[src/rtl/mix_columns_seq.sv]
// Sequential AES MixColumns / InvMixColumns: one column of the 128-bit state is
// rewritten per clock, with a valid/ready handshake on both the input and output sides.

// Combinational GF(2^8) multiply, reduction polynomial x^8+x^4+x^3+x+1 (0x11B).
module gfmult (
    input  logic [7:0] val_a,
    input  logic [7:0] val_b,
    output logic [7:0] val_p
);
    logic [7:0] w_a [0:7];
    logic [7:0] w_p [0:8];

    assign w_a[0] = val_a;
    assign w_p[0] = 8'h00;

    generate
        for (genvar gi = 0; gi < 8; gi++) begin : g_step
            assign w_p[gi+1] = w_p[gi] ^ (val_b[gi] ? w_a[gi] : 8'h00);
            if (gi < 7) begin : g_xtime
                assign w_a[gi+1] = {w_a[gi][6:0], 1'b0} ^ (w_a[gi][7] ? 8'h1b : 8'h00);
            end
        end
    endgenerate

    assign val_p = w_p[8];
endmodule

module mix_columns_seq #(
    parameter int NUM_COLS = 4
) (
    input  logic         clk,
    input  logic         rst,
    input  logic         in_valid,
    output logic         in_ready,
    input  logic [127:0] in_state,
    input  logic         in_inv,
    output logic         out_valid,
    input  logic         out_ready,
    output logic [127:0] out_state,
    output logic         busy
);
    localparam int COL_W = $clog2(NUM_COLS);

    typedef enum logic [1:0] {
        ST_IDLE = 2'd0,
        ST_BUSY = 2'd1,
        ST_DONE = 2'd2
    } state_t;

    state_t             r_state;
    logic [127:0]       r_work;
    logic               r_inv;
    logic [COL_W-1:0]   r_col;
    logic [127:0]       r_out_state;
    logic               r_out_valid;
    logic               r_busy;
    logic               r_in_ready;

    logic [31:0]  w_cols [0:NUM_COLS-1];
    logic [31:0]  w_sel;
    logic [7:0]   w_a    [0:3];
    logic [7:0]   w_m2   [0:3];
    logic [7:0]   w_m3   [0:3];
    logic [7:0]   w_m9   [0:3];
    logic [7:0]   w_mb   [0:3];
    logic [7:0]   w_md   [0:3];
    logic [7:0]   w_me   [0:3];
    logic [7:0]   w_b    [0:3];
    logic [31:0]  w_new_col;
    logic [127:0] w_work_next;
    logic         w_last_col;

    generate
        for (genvar gi = 0; gi < NUM_COLS; gi++) begin : g_cols
            assign w_cols[gi] = r_work[127-32*gi -: 32];
            assign w_work_next[127-32*gi -: 32] =
                (r_col == COL_W'(gi)) ? w_new_col : w_cols[gi];
        end
    endgenerate

    assign w_sel      = w_cols[r_col];
    assign w_last_col = (r_col == COL_W'(NUM_COLS - 1));

    // Every constant product of every byte of the active column, both directions.
    generate
        for (genvar gi = 0; gi < 4; gi++) begin : g_bytes
            assign w_a[gi] = w_sel[31-8*gi -: 8];

            gfmult u_m2 (.val_a(w_a[gi]), .val_b(8'h02), .val_p(w_m2[gi]));
            gfmult u_m3 (.val_a(w_a[gi]), .val_b(8'h03), .val_p(w_m3[gi]));
            gfmult u_m9 (.val_a(w_a[gi]), .val_b(8'h09), .val_p(w_m9[gi]));
            gfmult u_mb (.val_a(w_a[gi]), .val_b(8'h0b), .val_p(w_mb[gi]));
            gfmult u_md (.val_a(w_a[gi]), .val_b(8'h0d), .val_p(w_md[gi]));
            gfmult u_me (.val_a(w_a[gi]), .val_b(8'h0e), .val_p(w_me[gi]));
        end
    endgenerate

    // Row r uses the coefficient row rotated right by r, i.e. byte (r+k)%4 gets coeff k.
    generate
        for (genvar gi = 0; gi < 4; gi++) begin : g_rows
            logic [7:0] w_fwd;
            logic [7:0] w_rev;
            assign w_fwd = w_m2[gi] ^ w_m3[(gi+1)%4] ^ w_a[(gi+2)%4] ^ w_a[(gi+3)%4];
            assign w_rev = w_me[gi] ^ w_mb[(gi+1)%4] ^ w_md[(gi+2)%4] ^ w_m9[(gi+3)%4];
            assign w_b[gi] = r_inv ? w_rev : w_fwd;
        end
    endgenerate

    assign w_new_col = {w_b[0], w_b[1], w_b[2], w_b[3]};

    always_ff @(posedge clk or posedge rst) begin
        if (rst) begin
            r_state     <= ST_IDLE;
            r_work      <= '0;
            r_inv       <= 1'b0;
            r_col       <= '0;
            r_out_state <= '0;
            r_out_valid <= 1'b0;
            r_busy      <= 1'b0;
            r_in_ready  <= 1'b1;
        end else begin
            case (r_state)
                ST_IDLE: begin
                    if (in_valid) begin
                        r_work     <= in_state;
                        r_inv      <= in_inv;
                        r_col      <= '0;
                        r_busy     <= 1'b1;
                        r_in_ready <= 1'b0;
                        r_state    <= ST_BUSY;
                    end
                end
                ST_BUSY: begin
                    r_work <= w_work_next;
                    r_col  <= r_col + COL_W'(1);
                    if (w_last_col) begin
                        r_out_state <= w_work_next;
                        r_out_valid <= 1'b1;
                        r_busy      <= 1'b0;
                        r_state     <= ST_DONE;
                    end
                end
                ST_DONE: begin
                    if (out_ready) begin
                        r_out_valid <= 1'b0;
                        r_in_ready  <= 1'b1;
                        r_state     <= ST_IDLE;
                    end
                end
                default: begin
                    r_state     <= ST_IDLE;
                    r_out_valid <= 1'b0;
                    r_busy      <= 1'b0;
                    r_in_ready  <= 1'b1;
                end
            endcase
        end
    end

    assign in_ready  = r_in_ready;
    assign out_valid = r_out_valid;
    assign out_state = r_out_state;
    assign busy      = r_busy;
endmodule

[config.mk]
export PLATFORM = sky130hd
export DESIGN_NAME = mix_columns_seq
export DESIGN_NICKNAME = d
export VERILOG_FILES = /design/src/rtl/mix_columns_seq.sv
export SDC_FILE = /design/constraint.sdc
export NUM_CORES = 1
export LEC_CHECK = 0
export ABC_AREA = 1
export ABC_CLOCK_PERIOD_IN_PS = 13300
export BUFFER_PORTS_ARGS = -buffer_cell sky130_fd_sc_hd__buf_2
export CORE_UTILIZATION = 29
export CTS_CLUSTER_DIAMETER = 60
export DETAILED_ROUTE_END_ITERATION = 8
export GPL_TIMING_DRIVEN = 0
export PLACE_DENSITY = 0.54
export SKIP_LAST_GASP = 1
export SYNTH_ARGS = -nofsm -noshare
export SYNTH_HDL_FRONTEND = slang
export SYNTH_SLANG_ARGS = --single-unit
[constraint.sdc]
create_clock -name clk -period 13.3 [get_ports clk]
set_input_delay 3.325 -clock clk [delete_from_list [all_inputs] [get_ports clk]]
set_output_delay 3.325 -clock clk [all_outputs]
set_load 0.01 [all_outputs]
Word-level counts from Yosys, hierarchy flattened
Cells that the tools add are included.
{"block": "word_totals", "register_bits": 264, "inputBits": 133}
{"block": "classes", "addsub": 1, "magnitude_cmp": 1, "n_eq_ne": 8, "muxes": 40, "bitwise": 68, "n_reduce_logical": 10}
{"cell": "8-bit bitwise XOR", "count": 62}
{"cell": "128-bit case mux with 2 select lines", "count": 1}
{"cell": "32-bit two-way mux", "count": 6}
{"cell": "128-bit two-way mux", "count": 1}
{"cell": "32-bit binary-select mux with 2-bit select", "count": 1}
{"cell": "5-bit two-way mux", "count": 12}
{"cell": "8-bit two-way mux", "count": 4}
{"cell": "8-bit by 5-bit bitwise XOR with 8-bit output", "count": 2}
{"cell": "3-bit AND reduction", "count": 4}
{"cell": "1-bit case mux with 3 select lines", "count": 3}
{"cell": "2-bit two-way mux", "count": 4}
{"cell": "2-bit equality test, second input constant", "count": 3}
{"cell": "1-bit two-way mux", "count": 6}
{"cell": "2-bit inequality test, second input constant", "count": 3}
{"cell": "2-bit case mux with 3 select lines", "count": 1}
{"cell": "2-bit AND reduction", "count": 3}
{"cell": "2-bit by 1-bit equality test with 1-bit output, second input constant", "count": 2}
{"cell": "2-bit zero test", "count": 2}
{"cell": "2-bit case mux with 2 select lines", "count": 1}
{"cell": "3-bit greater-or-equal comparator, second input constant", "count": 1}
{"cell": "1-bit NOT", "count": 3}
{"cell": "2-bit NOT with 3-bit output", "count": 1}
{"cell": "2-bit by 1-bit adder with 2-bit output, second input constant", "count": 1}
{"cell": "2-bit nonzero test", "count": 1}

Longest topological paths before layout
Gate-level depths: netlist of the first run.
{"block": "depth", "word_depth": 17, "depth_mapped": 26}

Cells and area by module
From an unflattened synthesis of the first run, not the netlist that was laid out.
{"block": "hier_totals", "hier_cells": 10493, "area_unflattened_um2": 55087.8}
{"mod": "gfmult", "n_inst": 24, "cells_each": 338, "area_per_inst_um2": 1610.3}
{"mod": "mix_columns_seq", "n_inst": 1, "cells_each": 2381, "area_per_inst_um2": 16440.8}

Worst setup path after synthesis of the first run
OpenSTA, ideal clock, no wires.
{"block": "synth_path", "kind": "input -> register", "start": "input in_valid", "end": "register r_work[23]", "setup_ps": 73, "arrival_time_ps": 4510, "required_time_ps": 13227, "slack_ps": 8717, "stages": 7, "path_cell_list": "nand2_1 clkinv_1 nor2_1 clkbuf_1 clkbuf_1 a221oi_1 a2bb2oi_2"}
{"block": "synth_via", "elab_chain_cells": 2}
{"item": "from (decl)", "line": "33", "text": "input logic in_valid,"}
{"item": "2-bit inequality test (no line)"}
{"item": "2-bit AND reduction (no line)"}
{"item": "to (signal assigned)", "line": "125", "text": "r_work <= in_state;"}
{"item": "to (signal assigned)", "line": "134", "text": "r_work <= w_work_next;"}
{"item": "to (decl)", "line": "51", "text": "logic [127:0] r_work;"}
No other way between the ends.
A chain may end at the register's enable or synchronous reset.

Worst setup path in the final report of the first run
{"block": "layout_path", "start": "input in_valid", "end": "register r_work[54]"}
Same word-level chain as after synthesis.

==> key figures, run 1 <==
Clock network
  • Clk root buf: clkbuf_16
  • Worst skew pair latency: around 0.57 ns
  • TritonCTS clock tree: yes
  • Cts repair resizes: 0
  • CTS H-Tree Depth: 2
  • CTS max path bufs: 3
  • CTS sink cnt: around 260
  • CTS Buf Count: 37
  • Hold buffer count at cts: 0
  • Clk slew on worst S/H paths: 0.06 ns
  • Postcts setup bufs: 0

Global routing
  • Global-route wire length before repair: 140.8 mm
  • Gr usage total: ~29%
  • Grt ovf: 0
  • Initial antenna violation count: 1
  • Largest net degree at the start of global routing: 114
  • Vias in the first global route: 19,900

Synth
  • Yosys reg bits: approximately 260
  • Yosys warnings: 0
  • FFs w/ async S/R, synth: between 90% and 100%
  • Synth unique cells: 49
  • Area contributors post-synth: dfrtp_1 (34%), nand2_1 (26%), nand3_1 (9.0%)
  • Synth Flop Type: dfrtp_1
  • Post-synth top cells: nand2_1 (1,346), nand3_1 (345), dfrtp_1 (263), inv_1 (130), xor2_1 (119)
  • Cells after Synth: about 2,900
  • Syn nets: around 3,000
  • Synthesized cell area: between 15,000 and 20,000 um^2
  • Sequential-to-total area share from yosys stat: between 30 and 40%
  • Most frequent cell after synthesis: nand2_1
  • Top cell type's share of synthesized area: 34.26%
  • Syn Area/Cell: roughly 6.7 um^2
  • Largest area contributor in the netlist: dfrtp_1
  • Post-synth EDFFs: 0

Routing
  • Routed Antenna Nets: 0
  • WL per Instance: roughly 24 um
  • Vias: ~21,000
  • First-pass DRT Iterations: 7
  • Routed met2 length: 43.86 mm
  • Wl on met1: 40.40 mm
  • Highest Signal Layer: met4
  • Starting DRC count in detailed routing: 2,550
  • Wire length on met3: 8.100 mm
  • DRC violation count after routing: 0
  • Via density per instance: about 5.2
  • Post-Route WL: 99.03 mm

Timing
  • Final setup viols: 0
  • Final hold vios: 0
  • Achievable frequency: ~0.18 GHz
  • Final worst setup slack: 7.871 ns
  • Max Transition Viols Final: 0
  • TNS Setup: 0 ns
  • Final min period: 5.429 ns
  • Pin slew with the least headroom to its limit: 1.160 ns
  • Part of the cycle the worst path needs: approximately 41%
  • Fin Clk Skew: 0.02623 ns
  • Slew headroom: between 20% and 30%
  • Unrepaired setup endpoints after global routing: false

Layout
  • Share of layout cells above drive strength 1: between 10% and 20%
  • Syn-to-layout area delta: 19.27%
  • Filler cells: 7,231
  • Nets: 3,328
  • Multi-input gate area: 11,280 um^2
  • Register area: 6608 um^2

Placed design
  • DP HPWL: ~78 mm
  • Worst slack at placement: ~7.4 ns
  • Routability cong.: a little over 1
  • Port bufs: 263

Die
  • Initial core utilization: between 20 and 30%
  • Io pins: roughly 260
  • Die Footprint: roughly 67,000 um^2
  • Die Span X: 259.4 um
  • Row cnt: 93
  • Core ar.: between 60,000 and 70,000 um^2
  • DIE HEIGHT: 259.4 um

Setup path
  • Worst EP required: 13.72 ns
  • Startpoint Class: primary input
  • Setup CP Type: in -> reg
  • Critical path arrival: 5.85 ns
  • Worst setup EP type: register
  • CP max FO: 10

Job
  • Max Cap Viol: 0

Outcome
  • Status: finished clean

Hold path
  • Hold Path Class: reg -> reg
## per-layer routing
layer,up-vias,GRT usage [%]
met5,-,0
met4,0,17.60
met3,258,4.384
met2,1146,45.24
met1,10160,37.99
li1,9789,-
## final timing paths
| kind | start | to | slack (ns) | cells after the start |
|---|---|---|---|---|
| worst max-delay path | in_valid | r_work[54]$_DFFE_PP0P_ | 7.87 | 9 |
| min in group asynchronous | rst | out_state[95]$_DFFE_PP0P_ | 2.79 | 2 |
| worst min register to register | in_ready$_DFFE_PP1P_ | in_ready$_DFFE_PP1P_ | 0.47 | 2 |
| worst max register to register | r_col[0]$_DFFE_PP0P_ | out_state[45]$_DFFE_PP0P_ | 9.26 | 21 |
| worst min-delay path | in_ready$_DFFE_PP1P_ | in_ready$_DFFE_PP1P_ | 0.47 | 2 |
| max in group asynchronous | rst | r_work[1]$_DFFE_PP0P_ | 9.46 | 3 |
## logic make-up after synthesis
family	Yosys count	synth area share (%)
compound gates	216	7.595
flops	264	34.40
buf+inv	306	6.891
simple gates	1909	41.44
fa+ha+maj	4	0.2605
mux	3	0.1563
xor+xnor	185	9.255
## layout make-up
cell class | instances | area share (%)
clock inverter | 18 | 1.038
timing repair buffer | 265 | 5.986
clock buffer | 46 | 4.407
buffer | 142 | 3.069
antenna | 2 | 0.02184
tap | 855 | 4.669
multi-input combinational | 2317 | 49.23
sequential | 264 | 28.84
inverter | 164 | 2.742
## sequential cells by signal, summed over array words and instances (netlist names)
| signal | flops |
|---|---|
| busy | 1 |
| in_ready | 1 |
| out_state | 128 |
| out_valid | 1 |
| r_col | 2 |
| r_inv | 1 |
| r_state | 2 |
| r_work | 128 |
## cells in the final DEF (no fill, tap or decap), types with 48 or more instances in the layout
cell	instances
nand3_1	345
nand2_1	1346
o21ai_1	48
buf_2	294
dfrtp_1	263
xor2_1	119
nor2_1	109
inv_1	129
clkbuf_1	88
nand2_2	52
xnor2_1	48
## stage by stage
step,util [%],instance area (um^2),hold WS (ns),cells
2_1_floorplan,-,19210,0.4679,2887
3_3_place_gp,33.26,21600,0.4631,4005
3_5_place_dp,33.36,21660,0.4603,4007
4_1_cts,35.28,22910,0.4757,4071
5_1_grt,35.28,22910,0.4967,4071
6_report,35.29,22910,0.4699,4073
## worst max-delay path: stages
cell      delay (ns)
buf_2           0.11
nand2_1         0.12
clkinv_1        0.34
nor2_1          0.36
clkbuf_1        0.53
clkbuf_1        0.74
nor2_1          0.14
nand2_1         0.11
o21ai_1         0.06
Power of run 1 is left out: the tool's default activity adds up to more than one toggle a clock period on the data nets, which glitch-free logic cannot reach.
==> run 2, diff against run 1 <==
--- a/config.mk
+++ b/config.mk
@@ -6,13 +6,13 @@
 export NUM_CORES = 1
 export LEC_CHECK = 0
 export ABC_AREA = 1
-export ABC_CLOCK_PERIOD_IN_PS = 13300
+export ABC_CLOCK_PERIOD_IN_PS = 4800
 export BUFFER_PORTS_ARGS = -buffer_cell sky130_fd_sc_hd__buf_2
 export CORE_UTILIZATION = 29
 export CTS_CLUSTER_DIAMETER = 60
 export DETAILED_ROUTE_END_ITERATION = 8
 export GPL_TIMING_DRIVEN = 0
-export PLACE_DENSITY = 0.54
+export PLACE_DENSITY = 0.56
 export SKIP_LAST_GASP = 1
 export SYNTH_ARGS = -nofsm -noshare
 export SYNTH_HDL_FRONTEND = slang
==> constraint.sdc (replaced) <==
create_clock -name clk -period 4.8 [get_ports clk]
set_input_delay 1.2 -clock clk [delete_from_list [all_inputs] [get_ports clk]]
set_output_delay 1.2 -clock clk [all_outputs]
set_load 0.01 [all_outputs]
==> key figures, run 2 (synthesized netlist as in run 1, its figures left out) <==
Global routing
  • Initial antenna violation count: 0 (was 1)
  • Vias in the first global route: 19,910 (was 19,900)
  • Grt ovf: 0 (unchanged)
  • Largest net degree at the start of global routing: 41 (was 114)
  • Gr usage total: 29.32% (was 29.09%)
  • Global-route wire length before repair: 141.4 mm (was 140.8 mm)

Die
  • Core ar.: 64,930 um^2 (unchanged)
  • Initial core utilization: 29.59% (unchanged)
  • Row cnt: 93 (unchanged)
  • DIE HEIGHT: 259.4 um (unchanged)
  • Io pins: 264 (unchanged)
  • Die Footprint: 67,270 um^2 (unchanged)
  • Die Span X: 259.4 um (unchanged)

Layout
  • Most frequent cells in the layout: nand2_1 (1,346), nand3_1 (345), buf_2 (294) (unchanged)
  • Most common cell after layout, fill and taps aside: nand2_1 (unchanged)
  • Syn-to-layout area delta: 19.64% (was 19.27%)
  • Share of layout cells above drive strength 1: 16.38% (was 16.26%)
  • Nets: 3,333 (was 3,328)
  • # diodes: 0 (was 2)

Routing
  • DRC violation count after routing: 0 (unchanged)
  • Vias: 21,400 (was 21,350)
  • First-pass DRT Iterations: 8 (was 7)
  • Post-Route WL: 100.5 mm (was 99.03 mm)
  • Starting DRC count in detailed routing: 2,825 (was 2,550)
  • Routed Antenna Nets: 0 (unchanged)
  • WL per Instance: 24.64 um (was 24.31 um)
  • Via density per instance: 5.247 (was 5.243)

Hold path
  • Min-Delay Path Depth: 2 (unchanged)
  • Hold Path Class: reg -> reg (unchanged)
  • Min-delay src: out_state[5]$_DFFE_PP0P_ (was in_ready$_DFFE_PP1P_)
  • WHS Endpoint: out_state[5]$_DFFE_PP0P_ (was in_ready$_DFFE_PP1P_)

Setup path
  • CP max FO: 10 (unchanged)
  • Worst r2r src: r_col[1]$_DFFE_PP0P_ (was r_col[0]$_DFFE_PP0P_)
  • R2R depth: 20 (was 21)
  • CP Cell Sequence: buf_4, inv_2, buf_6, nand3_1, nand2_1, buf_6, inv_4, nand2_1, nand2_1, nand2_1, nand2_1, nand2_1, nand2_1, inv_1, nand3_1, nand3_1, nand3_1, nand2_1, a21boi_0, o21ai_1 (was buf_2, nand2_1, clkinv_1, nor2_1, clkbuf_1, clkbuf_1, nor2_1, nand2_1, o21ai_1)
  • Startpoint Class: register (was primary input)
  • Setup CP Type: reg -> reg (was in -> reg)
  • Critical path arrival: 4.63 ns (was 5.85 ns)
  • Worst EP required: 5.23 ns (was 13.72 ns)
  • FF-to-FF setup slack: 0.60 ns (was 9.26 ns)
  • Crit-path max cell delay: 0.65 ns (was 0.74 ns)
  • Worst R2R End: out_state[45]$_DFFE_PP0P_ (unchanged)
  • Worst setup EP type: register (unchanged)
  • CP max-delay cell: a21boi_0 (was clkbuf_1)
  • Most used cell, CP: nand2_1

Clock network
  • Postcts setup bufs: 0 (unchanged)
  • TritonCTS clock tree: yes (unchanged)
  • Clk root buf: clkbuf_16 (unchanged)
  • CTS sink cnt: 264 (unchanged)
  • Hold buffer count at cts: 0 (unchanged)
  • Worst skew pair latency: 0.58 ns (was 0.57 ns)
  • CTS max path bufs: 3 (unchanged)
  • Clk slew on worst S/H paths: 0.07 ns (was 0.06 ns)
  • Cts repair resizes: 0 (unchanged)
  • CTS H-Tree Depth: 2 (unchanged)
  • CTS Buf Count: 37 (unchanged)

Placed design
  • Routability cong.: 1.017 (was 1.029)
  • DP HPWL: 80.01 mm (was 78.44 mm)
  • Port bufs: 263 (unchanged)

Timing
  • Unrepaired setup endpoints after global routing: false (unchanged)
  • Achievable frequency: 0.2378 GHz
  • Pin slew with the least headroom to its limit: 1.118 ns (was 1.160 ns)
  • Part of the cycle the worst path needs: between 80% and 90%
  • Final setup viols: 0 (unchanged)
  • Fin Clk Skew: 0.03269 ns (was 0.02623 ns)
  • Final hold vios: 0 (unchanged)
  • TNS Setup: 0 ns (unchanged)
  • Final min period: 4.204 ns
  • Slew headroom: 25.50% (was 22.69%)
  • Max Transition Viols Final: 0 (unchanged)

Job
  • Max Cap Viol: 0 (unchanged)

Outcome
  • Status: finished clean (unchanged)
[run 2: cell types whose count changed in the layout (fill, tap and decap cells not counted), moves of 2 or more]
cell / previous run / this run
clkinv_4: 0 / 3
buf_16: 2 / 0
inv_6: 6 / 4
clkbuf_1: 88 / 91
diode_2: 2 / 0
buf_12: 0 / 7
[run 2: area by class of cell]
type,instances,area (um^2)
fillers,7211,41950
multi-input cells,2317,11280
flip-flops and latches,264,6608
repair buffers,270,1456
well taps,855,1070
clock buffers,50,1035
plain buffers,142,703.2
inverters,164,624.3
clock inverters,17,207.7
[run 2: critical path, delay by kind of cell (launching register included)]
kind	cells	cell delay, ns
buffers and inverters	6	0.87
and+or+nand+nor	12	1.91
DFF	1	0.48
AOI/OAI and AO/OA	2	0.77
[run 2: per-stage QoR]
stage | instances | area (um^2) | worst slack [ns] | utilization (%) | hold WS, ns
final | 4079 | 22980 | 0.5956 | 35.40 | 0.4701
after global routing | 4079 | 22980 | 0.5596 | 35.40 | 0.4982
after CTS | 4079 | 22980 | 0.8401 | 35.40 | 0.4777
after detailed placement | 4012 | 21740 | 0.8910 | 33.48 | 0.4548
after global placement | 4005 | 21600 | -1.972 | 33.27 | 0.4599
after floorplan | 2887 | 19210 | 0.1173 | - | 0.4679
[run 2: per-layer routing]
metal | wire length (um) | track usage, % | vias up
li1 | - | - | 9814
met1 | 41280 | 38.32 | 10250
met2 | 44510 | 45.53 | 1097
met3 | 8233 | 4.921 | 244
met4 | 6498 | 16.98 | 0
met5 | 0 | 0 | -
[run 2: worst max-delay path by stage]
| stage | from | to | slack, ns |
|---|---|---|---|
| 2_1_floorplan | rst | busy$_DFFE_PP0P_ | 0.12 |
| 3_3_place_gp | rst | out_state[1]$_DFFE_PP0P_ | -1.97 |
| 3_5_place_dp | r_col[1]$_DFFE_PP0P_ | out_state[45]$_DFFE_PP0P_ | 0.89 |
| 4_1_cts | r_col[1]$_DFFE_PP0P_ | out_state[45]$_DFFE_PP0P_ | 0.84 |
| 5_1_grt | r_col[1]$_DFFE_PP0P_ | out_state[45]$_DFFE_PP0P_ | 0.56 |
| 6_report | r_col[1]$_DFFE_PP0P_ | out_state[45]$_DFFE_PP0P_ | 0.60 |
Power of run 2 is left out for the same reason.
